===== src/rtl/calc_pkg.sv =====
// Shared calculator datapath definitions: BCD digit sizing, converter states
// and the significant-digit counting helper used by the formatter path.
package calc_pkg;

   localparam int BCD_W          = 4;
   localparam int DEFAULT_DIGITS = 10;
   // num_digits is 4 bits wide, so no converter can exceed 15 digits.
   localparam int MAX_DIGITS     = 15;

   typedef enum logic [1:0] {
      IDLE  = 2'd0,
      SHIFT = 2'd1,
      DONE  = 2'd2
   } bcd_state_t;

   // Highest nonzero digit index plus one; an all-zero value still shows one digit.
   function automatic logic [3:0] bcd_digit_count(input logic [BCD_W*MAX_DIGITS-1:0] bcd);
      logic [3:0] cnt;
      cnt = 4'd1;
      for (int i = 0; i < MAX_DIGITS; i++) begin
         if (bcd[BCD_W*i +: BCD_W] != '0) cnt = 4'(i + 1);
      end
      return cnt;
   endfunction

endpackage


===== src/rtl/bin2bcd_seq_if.sv =====
// Handshake bundle between the divider result, the BCD converter and the formatter.
interface bin2bcd_seq_if import calc_pkg::*; #(
   parameter int N      = 32,
   parameter int DIGITS = DEFAULT_DIGITS
) ();

   logic                      in_valid;
   logic                      in_ready;
   logic [N-1:0]              bin_in;
   logic                      out_valid;
   logic                      out_ready;
   logic [BCD_W*DIGITS-1:0]   bcd_out;
   logic [3:0]                num_digits;
   logic                      ovf;

   modport master (
      output in_valid, bin_in, out_ready,
      input  in_ready, out_valid, bcd_out, num_digits, ovf
   );

   modport slave (
      input  in_valid, bin_in, out_ready,
      output in_ready, out_valid, bcd_out, num_digits, ovf
   );

endinterface


===== src/rtl/bcd_digit_adj.sv =====
// Double-dabble digit correction: a digit of 5 or more gets 3 added before the shift.
module bcd_digit_adj import calc_pkg::*; (
   input  logic [BCD_W-1:0] din,
   output logic [BCD_W-1:0] dout
);

   // No carry out: a valid digit (0..9) plus 3 never exceeds 12.
   assign dout = (din >= 4'd5) ? din + 4'd3 : din;

endmodule


===== src/rtl/bin2bcd_seq.sv =====
// Sequential binary-to-BCD converter, one shift-add-3 step per clock,
// valid/ready on both sides; sits after the 32-bit divider.
module bin2bcd_seq import calc_pkg::*; #(
   parameter int N      = 32,
   parameter int DIGITS = DEFAULT_DIGITS,
   parameter int CW     = 6
) (
   input  logic         clk,
   input  logic         rst_n,
   bin2bcd_seq_if.slave bus
);

   localparam int BW = BCD_W * DIGITS;

   localparam logic [1:0] S_IDLE  = 2'(IDLE);
   localparam logic [1:0] S_SHIFT = 2'(SHIFT);
   localparam logic [1:0] S_DONE  = 2'(DONE);

   logic [1:0]                    state;
   logic [N-1:0]                  bin_q;
   logic [BW-1:0]                 bcd_q;
   logic [BW-1:0]                 bcd_adj;
   logic [CW-1:0]                 cnt_q;
   logic                          ovf_q;
   logic [BCD_W*MAX_DIGITS-1:0]   bcd_ext;

   for (genvar d = 0; d < DIGITS; d++) begin : g_adj
      bcd_digit_adj u_adj (
         .din  (bcd_q  [BCD_W*d +: BCD_W]),
         .dout (bcd_adj[BCD_W*d +: BCD_W])
      );
   end

   // NOTE: state uses non-blocking assignments so every register samples the
   // pre-edge values of the others; blocking here would chain the shift within one edge.
   always_ff @(posedge clk or negedge rst_n) begin
      if (!rst_n) begin
         state <= S_IDLE;
         bin_q <= '0;
         bcd_q <= '0;
         cnt_q <= '0;
         ovf_q <= 1'b0;
      end else begin
         case (state)
            S_IDLE: begin
               if (bus.in_valid) begin
                  bin_q <= bus.bin_in;
                  bcd_q <= '0;
                  ovf_q <= 1'b0;
                  cnt_q <= CW'(N - 1);
                  state <= S_SHIFT;
               end
            end
            S_SHIFT: begin
               // {BCD, binary} << 1 after correction; the bit leaving the top digit is lost.
               bcd_q <= {bcd_adj[BW-2:0], bin_q[N-1]};
               bin_q <= {bin_q[N-2:0], 1'b0};
               ovf_q <= ovf_q | bcd_adj[BW-1];
               if (cnt_q == '0) state <= S_DONE;
               else             cnt_q <= cnt_q - CW'(1);
            end
            S_DONE: begin
               if (bus.out_ready) state <= S_IDLE;
            end
            default: state <= S_IDLE;
         endcase
      end
   end

   // NOTE: always_comb gives every output a default first so no latch is inferred.
   always_comb begin
      bcd_ext         = '0;
      bcd_ext[BW-1:0] = bcd_q;
   end

   assign bus.in_ready   = (state == S_IDLE);
   assign bus.out_valid  = (state == S_DONE);
   assign bus.bcd_out    = bcd_q;
   assign bus.ovf        = ovf_q;
   assign bus.num_digits = bcd_digit_count(bcd_ext);

endmodule


===== src/flat_wrapper.sv =====
// flat-port wrapper written by rule: the top's interface ports become plain ports
module bin2bcd_seq_flat import calc_pkg::*;
#(
   parameter int N      = 32,
   parameter int DIGITS = DEFAULT_DIGITS,
   parameter int CW     = 6
)
  (clk, rst_n, bus_in_valid, bus_bin_in, bus_out_ready, bus_in_ready, bus_out_valid, bus_bcd_out, bus_num_digits, bus_ovf);
  bin2bcd_seq_if #(.N(N), .DIGITS(DIGITS)) bus_i ();
  input  logic clk;
  input  logic rst_n;
  input wire logic [$bits(bus_i.in_valid)-1:0] bus_in_valid;
  input wire logic [$bits(bus_i.bin_in)-1:0] bus_bin_in;
  input wire logic [$bits(bus_i.out_ready)-1:0] bus_out_ready;
  output wire logic [$bits(bus_i.in_ready)-1:0] bus_in_ready;
  output wire logic [$bits(bus_i.out_valid)-1:0] bus_out_valid;
  output wire logic [$bits(bus_i.bcd_out)-1:0] bus_bcd_out;
  output wire logic [$bits(bus_i.num_digits)-1:0] bus_num_digits;
  output wire logic [$bits(bus_i.ovf)-1:0] bus_ovf;
  assign bus_i.in_valid = bus_in_valid;
  assign bus_i.bin_in = bus_bin_in;
  assign bus_i.out_ready = bus_out_ready;
  assign bus_in_ready = bus_i.in_ready;
  assign bus_out_valid = bus_i.out_valid;
  assign bus_bcd_out = bus_i.bcd_out;
  assign bus_num_digits = bus_i.num_digits;
  assign bus_ovf = bus_i.ovf;
  bin2bcd_seq #(.N(N), .DIGITS(DIGITS), .CW(CW)) u_core (.clk(clk), .rst_n(rst_n), .bus(bus_i));
endmodule

===== config.mk =====
export PLATFORM = sky130hd
export DESIGN_NAME = bin2bcd_seq_flat
export DESIGN_NICKNAME = d
export VERILOG_FILES = /design/src/rtl/calc_pkg.sv /design/src/rtl/bin2bcd_seq_if.sv /design/src/rtl/bcd_digit_adj.sv /design/src/rtl/bin2bcd_seq.sv /design/src/flat_wrapper.sv
export SDC_FILE = /design/constraint.sdc
export NUM_CORES = 1
export LEC_CHECK = 0
export ABC_CLOCK_PERIOD_IN_PS = 1590
export CAP_MARGIN = 0
export CELL_PAD_IN_SITES_DETAIL_PLACEMENT = 2
export CELL_PAD_IN_SITES_GLOBAL_PLACEMENT = 2
export CORE_MARGIN = 2
export CORE_UTILIZATION = 30
export DETAILED_ROUTE_END_ITERATION = 10
export PLACE_DENSITY_LB_ADDON = 0.1
export SYNTH_ARGS = -nofsm -noshare
export SYNTH_HDL_FRONTEND = slang
export SYNTH_SLANG_ARGS = --single-unit

===== constraint.sdc =====
create_clock -name clk -period 1.59 [get_ports clk]
set_input_delay 0.318 -clock clk [delete_from_list [all_inputs] [get_ports clk]]
set_output_delay 0.318 -clock clk [all_outputs]
set_load 0.02 [all_outputs]

After elaboration in Yosys (flattened, before gate mapping):

Index checks and enable logic that the tools add are counted.

* input bits: 36
* register bits: 81
* output and inout port bits: 47

* $lt $le $gt $ge: 10
* add/subtract/negate cells: 11
* equality and inequality tests: 6
* bitwise logic cells: 1
* reduce and logical (&&, ||, !) cells: 15
* muxes and demuxes: 32

Operators by type and width (count)
* 40-bit one-hot mux with 2 select lines: 1
* 32-bit one-hot mux with 2 select lines: 1
* 4-bit 2-to-1 mux: 13
* 4-bit by 2-bit adder with 4-bit output (second input constant): 10
* 4-bit by 3-bit greater-or-equal comparator with 1-bit output (second input constant): 10
* 40-bit 2-to-1 mux: 1
* 4-bit nonzero test: 9
* 32-bit 2-to-1 mux: 1
* 3-bit 2-to-1 mux: 4
* 6-bit 2-to-1 mux: 2
* 6-bit one-hot mux with 2 select lines: 1
* 2-bit 2-to-1 mux: 5
* 6-bit zero test: 1
* 2-bit != test (second input constant): 3
* 2-bit one-hot mux with 3 select lines: 1
* 3-bit AND reduction: 2
* 6-bit by 1-bit subtractor with 6-bit output (second input constant): 1
* 2-bit by 1-bit equality test with 1-bit output (second input constant): 1
* 2-bit equality test (second input constant): 1
* 2-bit zero test: 1
* 2-bit by 1-bit != test with 1-bit output (second input constant): 1
* 1-bit one-hot mux with 2 select lines: 1
* 2-bit AND reduction: 1
* 2-bit nonzero test: 1
* 2 further kinds: 2

Depth between registers and ports, before layout:

* depth in word-level cells: 10
* mapped depth: 6
* gate-level depth less buffers: 6

Hierarchy:

From an unflattened synthesis, not the netlist that was laid out.

* cells, all modules: 457
* area total of the unflattened synthesis: 4473.0 sq um

Modules (own cells, without submodules)
* bin2bcd_seq: instances 1, area each 3459.6 sq um, seq. area each 2026.9 sq um, cells an instance 297
* bcd_digit_adj: instances 10, area each 101.3 sq um, seq. area each 0.0 sq um, cells an instance 16

Worst setup path after synthesis:

Ideal clock, no wire load.

* path kind: reg-to-output
* start point: register u_core.bcd_q[32], in the netlist u_core.bus.bcd_out[32]
* end point: output port bus_num_digits[2]
* path buffers: 0
* arrival time: 1.864 ns
* slack: -0.592 ns
* cell stages (with the launch flop): 6
* cell sequence: dfrtp_1 inv_1 ha_1 nor3b_1 nand3_1 a31oi_1

* cells in the longest elaborated chain, start to end: 3

RTL lines
* from (decl): line bin2bcd_seq.sv:21 `logic [BW-1:0] bcd_q;`
* from (signal assigned): line bin2bcd_seq.sv:56 `bcd_q <= {bcd_adj[BW-2:0], bin_q[N-1]};`
* 4-bit nonzero test: line calc_pkg.sv:21 `if (bcd[BCD_W*i +: BCD_W] != '0) cnt = 4'(i + 1);`
* 4-bit 2-to-1 mux (2 in series): line calc_pkg.sv:21
* to (decl): line flat_wrapper.sv:18 `output wire logic [$bits(bus_i.num_digits)-1:0] bus_num_digits;`

No other way between the ends.

Worst setup path after layout:

* start point: register u_core.bcd_q[16], in the netlist u_core.bus.bcd_out[16]
* end point: output port bus_num_digits[1]

* cells in the longest elaborated chain, start to end: 7

RTL lines (line)
* 4-bit nonzero test: calc_pkg.sv:21
* 3-bit 2-to-1 mux (3 in series): calc_pkg.sv:21
* 4-bit 2-to-1 mux (3 in series): calc_pkg.sv:21

No other way between the ends.

==> flow_summary.toml <==
[synth]
synth_top_flop_cell = "dfrtp_1"
synthTopCellsByArea = "dfrtp_1, ha_1, o21ai_0"
async_flop_share_pct = 100
yosysTopAreaCellShare_pct = 45.3
synth_edf_count = 0
synth_cell_types = 37
syn_inst = 452
yosysSeqAreaShare_pct = 45.3
synth_top_cell_by_area = "dfrtp_1"
synth_area_sq_um = 4480
ys_warn_count = 0
syn_nets = 510
yosys_register_bits = 81
avgSynthCellArea_sq_um = 9.90

[cts]
clock_path_buffers = 2
worstSkewPairLatency_ns = 0.36
clk_pin_slew_ns = 0.08
tritoncts = "yes"
cts.sinks = 81
htree_num_levels = 3
cts-root-buf = "clkbuf_16"
cts_inserted_buffers = 9

[timing]
tightest_slew_ns = 0.453
period_minus_slack_ns = 2.33
worst_slack_ns = -0.743
clock.fmax_ghz = 0.429
drv_slew = 0
clock-skew-final_ns = 0.0169
setup_viol = 15
period_share_pct = 147
max_slew_margin_pct = 69.7
rsz0062_at_grt = "yes"
hold_viol_final = 0

[power]
p_leak_nw = 3.20
finalPower_mw = 17.0
pwr_density_cell_nw_per_um2 = 2300
vdd_drop_max_v = 0.000711

[place]
dp_cells = 801
io_buffers = 82
routabilityCongestion = 0.810
dpl.hpwl_um = 11400

[routing]
routed_wl_um = 19600
drt_first_pass_iters = 6
via_count = 4456
vias_per_cell = 5.35
drc = 0
routedWlPerCell_um = 23.5
drtIter0Drc = 162
postRouteAntennaNets = 0

[outcome]
status = "finished, violations left"
failed_checks = "negative setup slack"

[floorplan]
initial_core_util_pct = 30.8
core_sq_um = 14500
dieArea_sq_um = 15900
io_pins = 83
die_y_um = 126
placement_rows = 44
die_w_um = 126

[worst_setup_path]
critPathMaxFanout = 2
start_kind = "flip-flop"
regToRegSetupSlack_ns = -0.11
worstPathRequired_ns = 1.27
cp.arrival_ns = 2.01
end_kind = "output port"
reg2reg_from = "u_core.bus.bcd_out[21]"
worstReg2RegEnd = "u_core.bus.bcd_out[24]"
crit_type = "reg -> out"
r2r_cells = 7

[global_routing]
grt_remaining_overflow = 0
grt_pass1_wl_um = 26700
grt_max_degree = 39
track_usage_pct = 21.0
grt_pass1_vias = 4948
antenna_found_initial = 0

[finish]
num-nets-final = 702
antenna_cells = 0
fin_cells = 833
area_delta_synth_final_pct = 65.2
drive_gt1_share_pct = 41.6

[flow_run]
drv_cap = 0

[hold_path]
hp-class = "in -> async"
==> power by group <==
group	switching (mW)	total, mW	internal, mW
Combinational	5.69	11.0	5.31
Sequential	0.812	3.80	2.99
Clock	0.917	2.22	1.30
Total	7.41	17.0	9.60
==> cells in the mapped netlist (3+ instances only) <==
cell type / instances
a21oi_1: 39
a22o_1: 5
a22oi_1: 31
a32o_1: 10
buf_2: 14
clkbuf_1: 11
dfrtp_1: 81
ha_1: 22
inv_1: 24
mux2_2: 7
mux2i_1: 4
nand2_1: 20
nand2b_1: 12
nor2_1: 7
nor2b_1: 30
nor3b_1: 7
o211ai_1: 3
o21ai_0: 51
o21ai_1: 3
o22ai_1: 10
o31ai_1: 10
o32ai_1: 9
or3b_1: 3
xnor2_1: 10
xor2_1: 13
==> stage by stage <==
| stage | cell area (sq um) | hold WS (ns) | utilization, % | setup TNS (ns) | worst slack (ns) |
|---|---|---|---|---|---|
| finish | 7390 | 0.400 | 50.9 | -2.84 | -0.743 |
| global route | 7390 | 0.419 | 50.9 | -4.23 | -0.779 |
| CTS | 7040 | 0.387 | 48.4 | -2.22 | -0.621 |
| detailed placement | 6470 | 0.206 | 44.5 | -17.04 | -0.709 |
| global placement | 6470 | 0.207 | 44.5 | -13.55 | -0.691 |
| floorplan | 4620 | 0.0224 | - | -0.770 | -0.268 |
==> critical path, cell delays in order, from the launching register on <==
cell and delay (ns):
dfrtp_2 0.43, inv_2 0.11, ha_4 0.17, or3b_4 0.42, nor2_4 0.15, a21oi_2 0.08, o21ai_2 0.16, buf_6 0.14
==> flip-flops by register name, summed over array words and instances (netlist names) <==
| signal | cells |
|---|---|
| u_core.cnt_q | 6 |
| u_core.state | 2 |
| u_core.bin_q | 32 |
| u_core.bus.ovf | 1 |
| u_core.bus.bcd_out | 40 |
==> cell families (layout without fill, tap and decap cells) <==
family,count (synthesis),count (layout),synth area share [%]
compound gates,176,176,25.1
xor+xnor,23,23,4.50
fa+ha+maj,22,22,6.15
buf+inv,51,248,4.84
flops,81,81,45.3
mux,11,11,2.66
simple gates,88,88,11.5
==> cell usage in the layout (no fill, tap or decap), drive strengths merged, types with 2 or more instances in the layout <==
master,count
buf,132
dfrtp,81
o21ai,54
a21oi,39
clkdlybuf4s50,34
a22oi,31
nor2b,30
dlygate4sd2,28
inv,24
ha,22
nand2,20
clkbuf,18
xor2,13
nand2b,12
a32o,10
o22ai,10
o31ai,10
xnor2,10
o32ai,9
clkdlybuf4s15,8
nor2,8
nor3b,8
mux2,7
a22o,5
mux2i,4
or3b,3
o211ai,3
nor3,2
clkinv,2
nand3,2
a31oi,2
==> layout make-up <==
class | count | area (sq um)
Sequential cell | 81 | 2040
Tap cell | 184 | 230
Inverter | 24 | 92.6
Clock buffer | 13 | 260
Fill cell | 1487 | 7140
Multi-Input combinational cell | 320 | 2880
Clock inverter | 3 | 40.0
Timing Repair Buffer | 208 | 1850
==> repair_timing <==
action                                 4_1_cts  5_1_grt
resized for setup                          133       87
setup endpoints to repair                   65       67
pin swaps                                   17       21
endpoints found under the hold margin        9        0
hold buffers                                 1        0
setup buffers                                9       13
==> worst max-delay path by stage <==
stage               cells past startpoint  slack, ns                   start                 to
floorplan                               6      -0.27  u_core.bus.bcd_out[13]  bus_num_digits[1]
global placement                        7      -0.69  u_core.bus.bcd_out[13]  bus_num_digits[0]
detailed placement                      7      -0.71  u_core.bus.bcd_out[13]  bus_num_digits[0]
CTS                                     7      -0.62  u_core.bus.bcd_out[13]  bus_num_digits[0]
global route                            7      -0.78  u_core.bus.bcd_out[16]  bus_num_digits[1]
finish                                  7      -0.74  u_core.bus.bcd_out[16]  bus_num_digits[1]
==> layer usage <==
metal	share of wire, %	track usage (%)	vias to the layer above	wire, um
met5	0	0	-	0
met4	2.3	6.66	0	444
met3	2.4	2.59	30	475
met2	55	38.8	85	10700
met1	41	25.2	2319	7980
li1	-	-	2022	-
Note: power is estimated with default switching activity, not from simulation.
